### src/rtl/eu_icon_txq_pkg.sv
// Shared data types for the execution-unit interconnect transmit queue.
// Consumed by eu_icon_txq (optional same-cycle bypass: ICON_TXQ_BYPASS_EN).
package eu_icon_txq_pkg;

  localparam int LOG2_NUM_EXEC_UNITS = 2;
  localparam int EU_OFFS_W           = 6;
  localparam int EU_DATA_W           = 16;
  localparam int ICON_TXQ_DEPTH      = 4;

  typedef struct packed {
    logic [LOG2_NUM_EXEC_UNITS-1:0] euidx;
    logic [EU_OFFS_W-1:0]           offs;
  } type_exec_unit_addr;

  typedef logic [EU_DATA_W-1:0] type_exec_unit_data;

  typedef struct packed {
    type_exec_unit_data opd_data;
    type_exec_unit_addr opd_addr;
    logic               opd_opx;
    logic               opd_valid;
  } type_alu_channel_tx;

  typedef struct packed {
    type_exec_unit_addr addr;
    type_exec_unit_data data;
    logic               valid;
  } type_icon_tx_channel;

  typedef struct packed {
    logic success;
  } type_icon_rx_channel;

  typedef struct packed {
    logic               opx;
    type_exec_unit_addr addr;
    type_exec_unit_data data;
  } type_icon_txq_entry;

  typedef enum logic {
    TXQ_IDLE    = 1'b0,
    TXQ_PRESENT = 1'b1
  } type_txq_state;

endpackage

### src/rtl/eu_icon_txq_fifo_sync.sv
// Synchronous FIFO: power-of-two depth, wrapping pointers, occupancy count.
// Pushes while full and pops while empty are ignored.
module eu_icon_txq_fifo_sync #(
  parameter int WIDTH = 8,
  parameter int DEPTH = 4,
  localparam int AW = $clog2(DEPTH),
  localparam int CW = AW + 1
) (
  input  logic             i_clk,
  input  logic             i_rst,
  input  logic             i_push,
  input  logic             i_pop,
  input  logic [WIDTH-1:0] i_data,
  output logic [WIDTH-1:0] o_data,
  output logic [CW-1:0]    o_count,
  output logic             o_full,
  output logic             o_empty
);

  logic [WIDTH-1:0] r_mem [DEPTH];
  logic [AW-1:0]    r_wr_ptr;
  logic [AW-1:0]    r_rd_ptr;
  logic [CW-1:0]    r_count;
  logic             w_push;
  logic             w_pop;

  assign o_full  = (r_count == CW'(DEPTH));
  assign o_empty = (r_count == '0);
  assign w_push  = i_push && !o_full;
  assign w_pop   = i_pop && !o_empty;
  assign o_data  = r_mem[r_rd_ptr];
  assign o_count = r_count;

  // Storage is intentionally unreset; contents are only observed behind count.
  always_ff @(posedge i_clk) begin
    if (w_push) begin
      r_mem[r_wr_ptr] <= i_data;
    end
  end

  always_ff @(posedge i_clk or posedge i_rst) begin
    if (i_rst) begin
      r_wr_ptr <= '0;
      r_rd_ptr <= '0;
      r_count  <= '0;
    end else begin
      if (w_push) begin
        r_wr_ptr <= r_wr_ptr + AW'(1);
      end
      if (w_pop) begin
        r_rd_ptr <= r_rd_ptr + AW'(1);
      end
      case ({w_push, w_pop})
        2'b10:   r_count <= r_count + CW'(1);
        2'b01:   r_count <= r_count - CW'(1);
        default: r_count <= r_count;
      endcase
    end
  end

endmodule

### src/rtl/eu_icon_txq.sv
// Transmit queue from the ALU result channel to the interconnect: buffers
// foreign-addressed results in order. Optional bypass: ICON_TXQ_BYPASS_EN.
module eu_icon_txq
  import eu_icon_txq_pkg::*;
#(
  parameter int                             DEPTH      = ICON_TXQ_DEPTH,
  parameter logic [LOG2_NUM_EXEC_UNITS-1:0] EU_IDX     = '0,
  parameter int                             WAIT_CNT_W = 8,
  localparam int                            CW         = $clog2(DEPTH) + 1
) (
  input  logic                i_clk,
  input  logic                reset,
  input  type_alu_channel_tx  i_alu_tx,
  output logic                o_alu_tx_ready,
  output type_icon_tx_channel o_icon_tx,
  output logic                o_icon_opx,
  input  type_icon_rx_channel i_icon_rx,
  output logic [CW-1:0]       o_count,
  output logic                o_full,
  output logic                o_empty,
  output logic [WAIT_CNT_W-1:0] o_head_wait
);

  type_txq_state      r_state;
  type_txq_state      w_state_next;
  logic [WAIT_CNT_W-1:0] r_head_wait;
  type_icon_txq_entry w_wr_entry;
  type_icon_txq_entry w_head;
  logic               w_push_req;
  logic               w_push;
  logic               w_pop;
  logic               w_bypass;
  logic [CW-1:0]      w_count_next;

  assign w_push_req = i_alu_tx.opd_valid && (i_alu_tx.opd_addr.euidx != EU_IDX);

`ifdef ICON_TXQ_BYPASS_EN
  // Empty queue forwards the result straight to the link; if the link takes
  // it this cycle the entry never lands in storage.
  assign w_bypass = o_empty && w_push_req && !reset;
  assign w_push   = w_push_req && !o_full && !(w_bypass && i_icon_rx.success);
`else
  assign w_bypass = 1'b0;
  assign w_push   = w_push_req && !o_full;
`endif
  assign w_pop    = !o_empty && i_icon_rx.success;

  assign w_wr_entry.opx  = i_alu_tx.opd_opx;
  assign w_wr_entry.addr = i_alu_tx.opd_addr;
  assign w_wr_entry.data = i_alu_tx.opd_data;

  eu_icon_txq_fifo_sync #(
    .WIDTH ($bits(type_icon_txq_entry)),
    .DEPTH (DEPTH)
  ) u_fifo (
    .i_clk   (i_clk),
    .i_rst   (reset),
    .i_push  (w_push),
    .i_pop   (w_pop),
    .i_data  (w_wr_entry),
    .o_data  (w_head),
    .o_count (o_count),
    .o_full  (o_full),
    .o_empty (o_empty)
  );

  assign o_alu_tx_ready = !o_full;
  assign w_count_next   = o_count + CW'(w_push) - CW'(w_pop);

  always_ff @(posedge i_clk or posedge reset) begin
    if (reset) begin
      r_state <= TXQ_IDLE;
    end else begin
      r_state <= w_state_next;
    end
  end

  always_comb begin
    w_state_next = r_state;
    case (r_state)
      TXQ_IDLE: begin
        if (w_count_next != '0) begin
          w_state_next = TXQ_PRESENT;
        end
      end
      TXQ_PRESENT: begin
        if (w_count_next == '0) begin
          w_state_next = TXQ_IDLE;
        end
      end
      default: w_state_next = TXQ_IDLE;
    endcase
  end

  // Valid follows the presentation state, so reset drops it asynchronously.
  always_comb begin
    o_icon_tx.addr  = w_head.addr;
    o_icon_tx.data  = w_head.data;
    o_icon_tx.valid = (r_state == TXQ_PRESENT);
    o_icon_opx      = w_head.opx;
    if (w_bypass) begin
      o_icon_tx.addr  = i_alu_tx.opd_addr;
      o_icon_tx.data  = i_alu_tx.opd_data;
      o_icon_tx.valid = 1'b1;
      o_icon_opx      = i_alu_tx.opd_opx;
    end
  end

  always_ff @(posedge i_clk or posedge reset) begin
    if (reset) begin
      r_head_wait <= '0;
    end else if (w_pop || o_empty) begin
      r_head_wait <= '0;
    end else if (!i_icon_rx.success && (r_head_wait != '1)) begin
      r_head_wait <= r_head_wait + WAIT_CNT_W'(1);
    end
  end

  assign o_head_wait = r_head_wait;

endmodule

### config.mk
export PLATFORM = sky130hd
export DESIGN_NAME = eu_icon_txq
export DESIGN_NICKNAME = d
export VERILOG_FILES = /design/src/rtl/eu_icon_txq_pkg.sv /design/src/rtl/eu_icon_txq_fifo_sync.sv /design/src/rtl/eu_icon_txq.sv
export SDC_FILE = /design/constraint.sdc
export NUM_CORES = 1
export LEC_CHECK = 0
export CAP_MARGIN = 25
export CORE_AREA = 2 2 127 129
export DETAILED_ROUTE_END_ITERATION = 10
export DIE_AREA = 0 0 129 131
export GPL_ROUTABILITY_DRIVEN = 0
export GPL_TIMING_DRIVEN = 0
export PLACE_DENSITY = 0.54
export SYNTH_ARGS = -nofsm -noshare
export SYNTH_HDL_FRONTEND = slang
export SYNTH_SLANG_ARGS = --single-unit
### constraint.sdc
create_clock -name i_clk -period 2.8 [get_ports i_clk]
set_input_delay 0.84 -clock i_clk [delete_from_list [all_inputs] [get_ports i_clk]]
set_output_delay 0.84 -clock i_clk [all_outputs]
set_load 0.05 [all_outputs]
# After elaboration in Yosys (flattened, before gate mapping)
# Memory sizes are Yosys's and may differ from the RTL's.
# Cells that the tools add are included.
# word_totals
memories,1
ram_bits,100
output_inout_bits,40
elab_cells,42
register_bits,16
# memory_table
name,depth,word_bits,read_ports,rd_ports_with_merged_regs,wr,line,source
u_fifo.r_mem,4,25,1,0,1,eu_icon_txq_fifo_sync.sv:20,logic [WIDTH-1:0] r_mem [DEPTH];
# op_classes
reduce_logical,16
bitwise,1
muxes,8
addsub,7
eq_ne,4
# op_table
op,n
$mux 8,2
$add 8x1->8 const B,1
$ne 8x8->1 const B,1
$logic_and 1x1->1,6
$logic_not 3->1,2
$pmux 3 s2,1
$reduce_bool 2->1,3
$add 2x1->2 const B,2
$mux 1,4
$add 3x1->3,1
$add 3x1->3 const B,1
$eq 3x3->1 const B,1
$logic_not 1->1,3
$reduce_bool 3->1,1
$sub 3x1->3,1
$sub 3x1->3 const B,1
$eq 2x1->1 const B,1
$eq 2x2->1 const B,1
$pmux 1 s2,1
$logic_or 1x1->1,1
$not 1->1,1

# Logic depth before layout (Yosys ltp)
# logic_depth
word_depth,8
ltp_mapped,10
depth_no_buf,10

# Modules after synthesis
# From an unflattened synthesis, not the netlist that was laid out.
# hier_totals
cells_unflattened,230
area_unflattened_um2,4653.2
# by_module_without_submodules
mod,cells_each,seq_area_each_um2,n_inst,area_per_inst_um2
eu_icon_txq_fifo_sync,169,3178.0,1,4083.9
eu_icon_txq,61,225.2,1,569.3

# Worst setup path before layout
# No wires, ideal clock.
# synth_timing
path_type,register to register
startpoint,register u_fifo.r_count[2] (netlist: u_fifo.o_count[2])
endpoint,register r_state
n_path_buf,0
path_stages_with_launch,11
setup_slack_ns,-0.452
arrival_ns,3.121
setup_time_ns,0.131
period_less_slack_ns,3.252
required_time_ns,2.669
path_cell_list,dfrtp_1 > nor3b_2 > nor2_2 > inv_1 > ha_1 > inv_1 > ha_1 > fa_1 > xnor2_1 > xnor2_1 > or3_1
# synth_via
elab_chain_cells,8
elab_cells_between_ends,13
# synth_rtl
item,line,source
from (decl),eu_icon_txq_fifo_sync.sv:23,logic [CW-1:0] r_count;
from (signal assigned),eu_icon_txq_fifo_sync.sv:54,2'b10: r_count <= r_count + CW'(1);
from (signal assigned),eu_icon_txq_fifo_sync.sv:55,2'b01: r_count <= r_count - CW'(1);
from (signal assigned),eu_icon_txq_fifo_sync.sv:56,default: r_count <= r_count;
$eq 3x3->1 (*),eu_icon_txq_fifo_sync.sv:27,assign o_full = (r_count == CW'(DEPTH));
via o_full,eu_icon_txq.sv:19,"output logic o_full,"
$logic_not 1->1 (*),eu_icon_txq.sv:44,assign w_push = w_push_req && !o_full;
$logic_and 1x1->1 (*),eu_icon_txq.sv:44,
$add 3x1->3 (*),eu_icon_txq.sv:68,assign w_count_next = o_count + CW'(w_push) - CW'(w_pop);
$sub 3x1->3 (*),eu_icon_txq.sv:68,
$logic_not 3->1 or $reduce_bool 3->1 (tied branches),"eu_icon_txq.sv:87, eu_icon_txq.sv:82",
$mux 1 (on tied branches),"eu_icon_txq.sv:87, eu_icon_txq.sv:82",
$pmux 1 s2 (*),eu_icon_txq.sv:80,case (r_state)
via w_state_next,eu_icon_txq.sv:25,type_txq_state w_state_next;
to (signal assigned),eu_icon_txq.sv:74,r_state <= w_state_next;
to (decl),eu_icon_txq.sv:24,type_txq_state r_state;
# The timed path passes the listed nets; every way through them passes the cells marked *.
# A chain may end at the register's enable or synchronous reset.

==> run summary <==
Die X-Extent -> 129 µm
Clock-pin slew on the worst setup and hold paths -> 60 ps
Tmin final -> 2724 ps
Max VDD drop -> 0.6181 mV
Max incr delay on CP -> 520 ps
DR WL met3 -> 511 µm
Htree depth -> 4
M1 WL -> 4.068 mm
Hold Path Origin -> u_fifo.o_count[2]$_DFFE_PP0P_
CTS max path bufs -> 2
I/O pin cnt -> 69
FF-to-FF Start -> u_fifo.o_count[0]$_DFFE_PP0P_
Crit Path Category -> flop to output port
Final-stage net count -> 354
CP Capture Type -> output port
Least-Margin Pin Slew -> 760.9 ps
RSZ-0062 raised after global routing -> true
Worst endpoint required time -> 1960 ps
Total Routing Usage GR -> 11.63%
Post-synth cell types -> 36
Fraction of layout cells with a size suffix above 1 -> 30.70%
Syn_nets -> 265
Placed Area -> 5563 µm²
Max-cap check violation count -> 0
Seq/Total Area, Yosys -> 74.11%
Routed len/inst -> 16.54 µm
Hold Path End -> u_fifo.o_count[2]$_DFFE_PP0P_
Slew Limit Fails -> 0
Initial DRC count -> 78
Top-count cell post-synth -> edfxtp_1
Worst slack at placement -> -716.7 ps
GRT overflow -> 0
Post-Synth Simple-Gate Area -> 5.123%
Vias in the first global route -> 2,544
Clock Skews -> 7.241 ps
Pleak -> 2.136 nW
Area share of the largest cell type after synthesis -> 65.40%
Slew headroom -> 49.27%
Cell count after synthesis -> 227
Max Used Layer -> met4
Number of buffers and inverters on the critical path -> 2
DR WL met2 -> 4.317 mm
WHS -> 534.6 ps
Clock latency on the worst-skew pair -> 410 ps
Final hold vios -> 0
Ant. Diodes -> 0
First-pass GRT wire length -> 13.90 mm
Vias -> 2,362
Synth Area in Adders -> 2.779%
Crit path launch -> u_fifo.r_rd_ptr[0]$_DFFE_PP0P_
Final period util -> 97.28%
Synth Register Bits -> 116
Total clock sinks -> 116
Xor-xnor portion of the synthesized cell area -> 1.526%
Antenna viol nets, final -> 0
Initial Util -> 29.44%
EDFF count, synth -> 100
Pwr/cell area -> 1171 nW/µm²
PortBufs -> 68
Core Region -> 15,600 µm²
Crit-path leading delay family -> buffers and inverters
Total number of yosys warnings -> 0
Status -> finished clean
Setup TNS -> 0 ps
Compound-gate portion of the synthesized area -> 1.117%
CP Launch Type -> flop
Finished Cell Area -> 6066 µm²
Multiplexer share of the synthesized area -> 13.05%
Endpoints failing setup -> 0
Avg Vias per Cell -> 4.334
Initial antenna violation count -> 0
Detailed placement HPWL -> 5.293 mm
Main combinational cell family by area after synthesis -> multiplexers
Num CTS Buffers -> 17
Pin count of the biggest net entering global routing -> 26
Reg2reg setup slack -> 140 ps
Total power -> 7.106 mW
Hold depth -> 1
Clock Tree Root -> clkbuf_16
Area leader, netlist -> edfxtp_1
1st-pass router iterations -> 4
Mean area per synthesized cell -> 20.23 µm²
Area growth syn-to-layout -> 32.10%
Post-synth top cells -> 100 x edfxtp_1, 25 x mux4_2, 16 x dfrtp_1, 9 x inv_1
Most used DFF post-synth -> edfxtp_1
DRC -> 0
TritonCTS clock tree -> done
Fmax -> 367.1 MHz
Worst-path fanout max -> 9
Async SR Flop Fraction -> 13.79%
Die Ht -> 131 µm
CP max stage cell -> mux4_2
Final Routed Wirelength -> 9.016 mm
Cell area after synthesis -> 4592 µm²
Final WS setup -> 76.15 ps
RR Endpoint -> r_state$_DFF_PP0_
Area contributors post-synth -> edfxtp_1 65%, mux4_2 12%, dfrtp_1 8.7%
Row count -> 46
Die footprint -> 16,900 µm²
Data arrival, critical path -> 1880 ps
Hold Path Class -> flop to flop
Crit path cell chain -> buf_6, mux4_2, dlygate4sd2_1
FF-to-FF path depth -> 9
-- cells by family after synthesis --
family	Yosys count
DFF	116
and+or+nand+nor	38
buffers and inverters	19
xor gates and xnor gates	8
muxes	28
AOI/OAI and AO/OA	9
adders and majority gates	9
-- per-layer routing --
metal	vias up	global-route usage, %
met3	10	4.967
met2	69	18.39
met1	1201	14.10
met5	-	0
met4	0	4.795
li1	1082	-
-- sequential cells by signal (all words and copies together) (netlist names) --
register / count
u_fifo.r_mem: 100
o_head_wait: 8
u_fifo.o_count: 3
u_fifo.r_rd_ptr: 2
u_fifo.r_wr_ptr: 2
r_state: 1
-- cell type report --
type / instances / area, µm²
buffer: 9 / 83.83
clock buffer: 18 / 429.2
clock inverter: 14 / 138.9
fill: 1458 / 9532
inverter: 10 / 38.79
multi-input combinational: 92 / 1102
sequential: 116 / 3407
tap: 216 / 270.3
timing repair buffer: 70 / 595.6
-- timing repair --
item / in CTS / in global routing
hold buffers: 0 / 0
pin swaps: 1 / 2
gates resized for setup: 103 / 11
endpoints found under the setup margin: 28 / 21
setup buffers: 1 / 1
-- report_power, final --
group	switching [mW]	internal (mW)	total [mW]
Clock	0.758	1.30	2.06
Combinational	1.78	0.942	2.72
Sequential	0.121	2.21	2.33
-- worst max-delay path by stage --
stage	endpoint	slack (ps)	cells past startpoint
6_report	o_icon_tx[5]	80	3
5_1_grt	o_icon_tx[5]	-10	3
4_1_cts	o_icon_tx[17]	-150	4
3_5_place_dp	r_state$_DFF_PP0_	-720	11
3_3_place_gp	r_state$_DFF_PP0_	-660	11
2_1_floorplan	r_state$_DFF_PP0_	0.1	10
-- placed cells by master, fill, tap and decap left out, types with 2 or more instances in the layout --
cell type          n
edfxtp_1         100
and2_1             2
clkbuf_16         17
inv_1              8
mux4_2            25
nor3_1             7
xnor2_1            7
a21oi_1            4
nand2_1            2
clkinv_2           5
buf_2             21
clkdlybuf4s50_1   37
dlymetal6s2s_1     2
nor2_1             2
and3_1             4
and2_2             4
clkinvlp_4         5
nand3_1            5
buf_4              5
clkinv_4           2
nor3b_1            2
dfrtp_2            3
dlygate4sd2_1      9
bufinv_16          2
dfrtp_1           13
ha_1               7
nand4_1            2
-- metrics by stage --
stage / util (%) / std cells
3_3_place_gp: 35.63 / 511
3_5_place_dp: 35.67 / 511
2_1_floorplan: - / 227
5_1_grt: 38.89 / 545
6_report: 38.89 / 545
4_1_cts: 38.78 / 544
No activity file was read; power rests on OpenSTA's default activity.
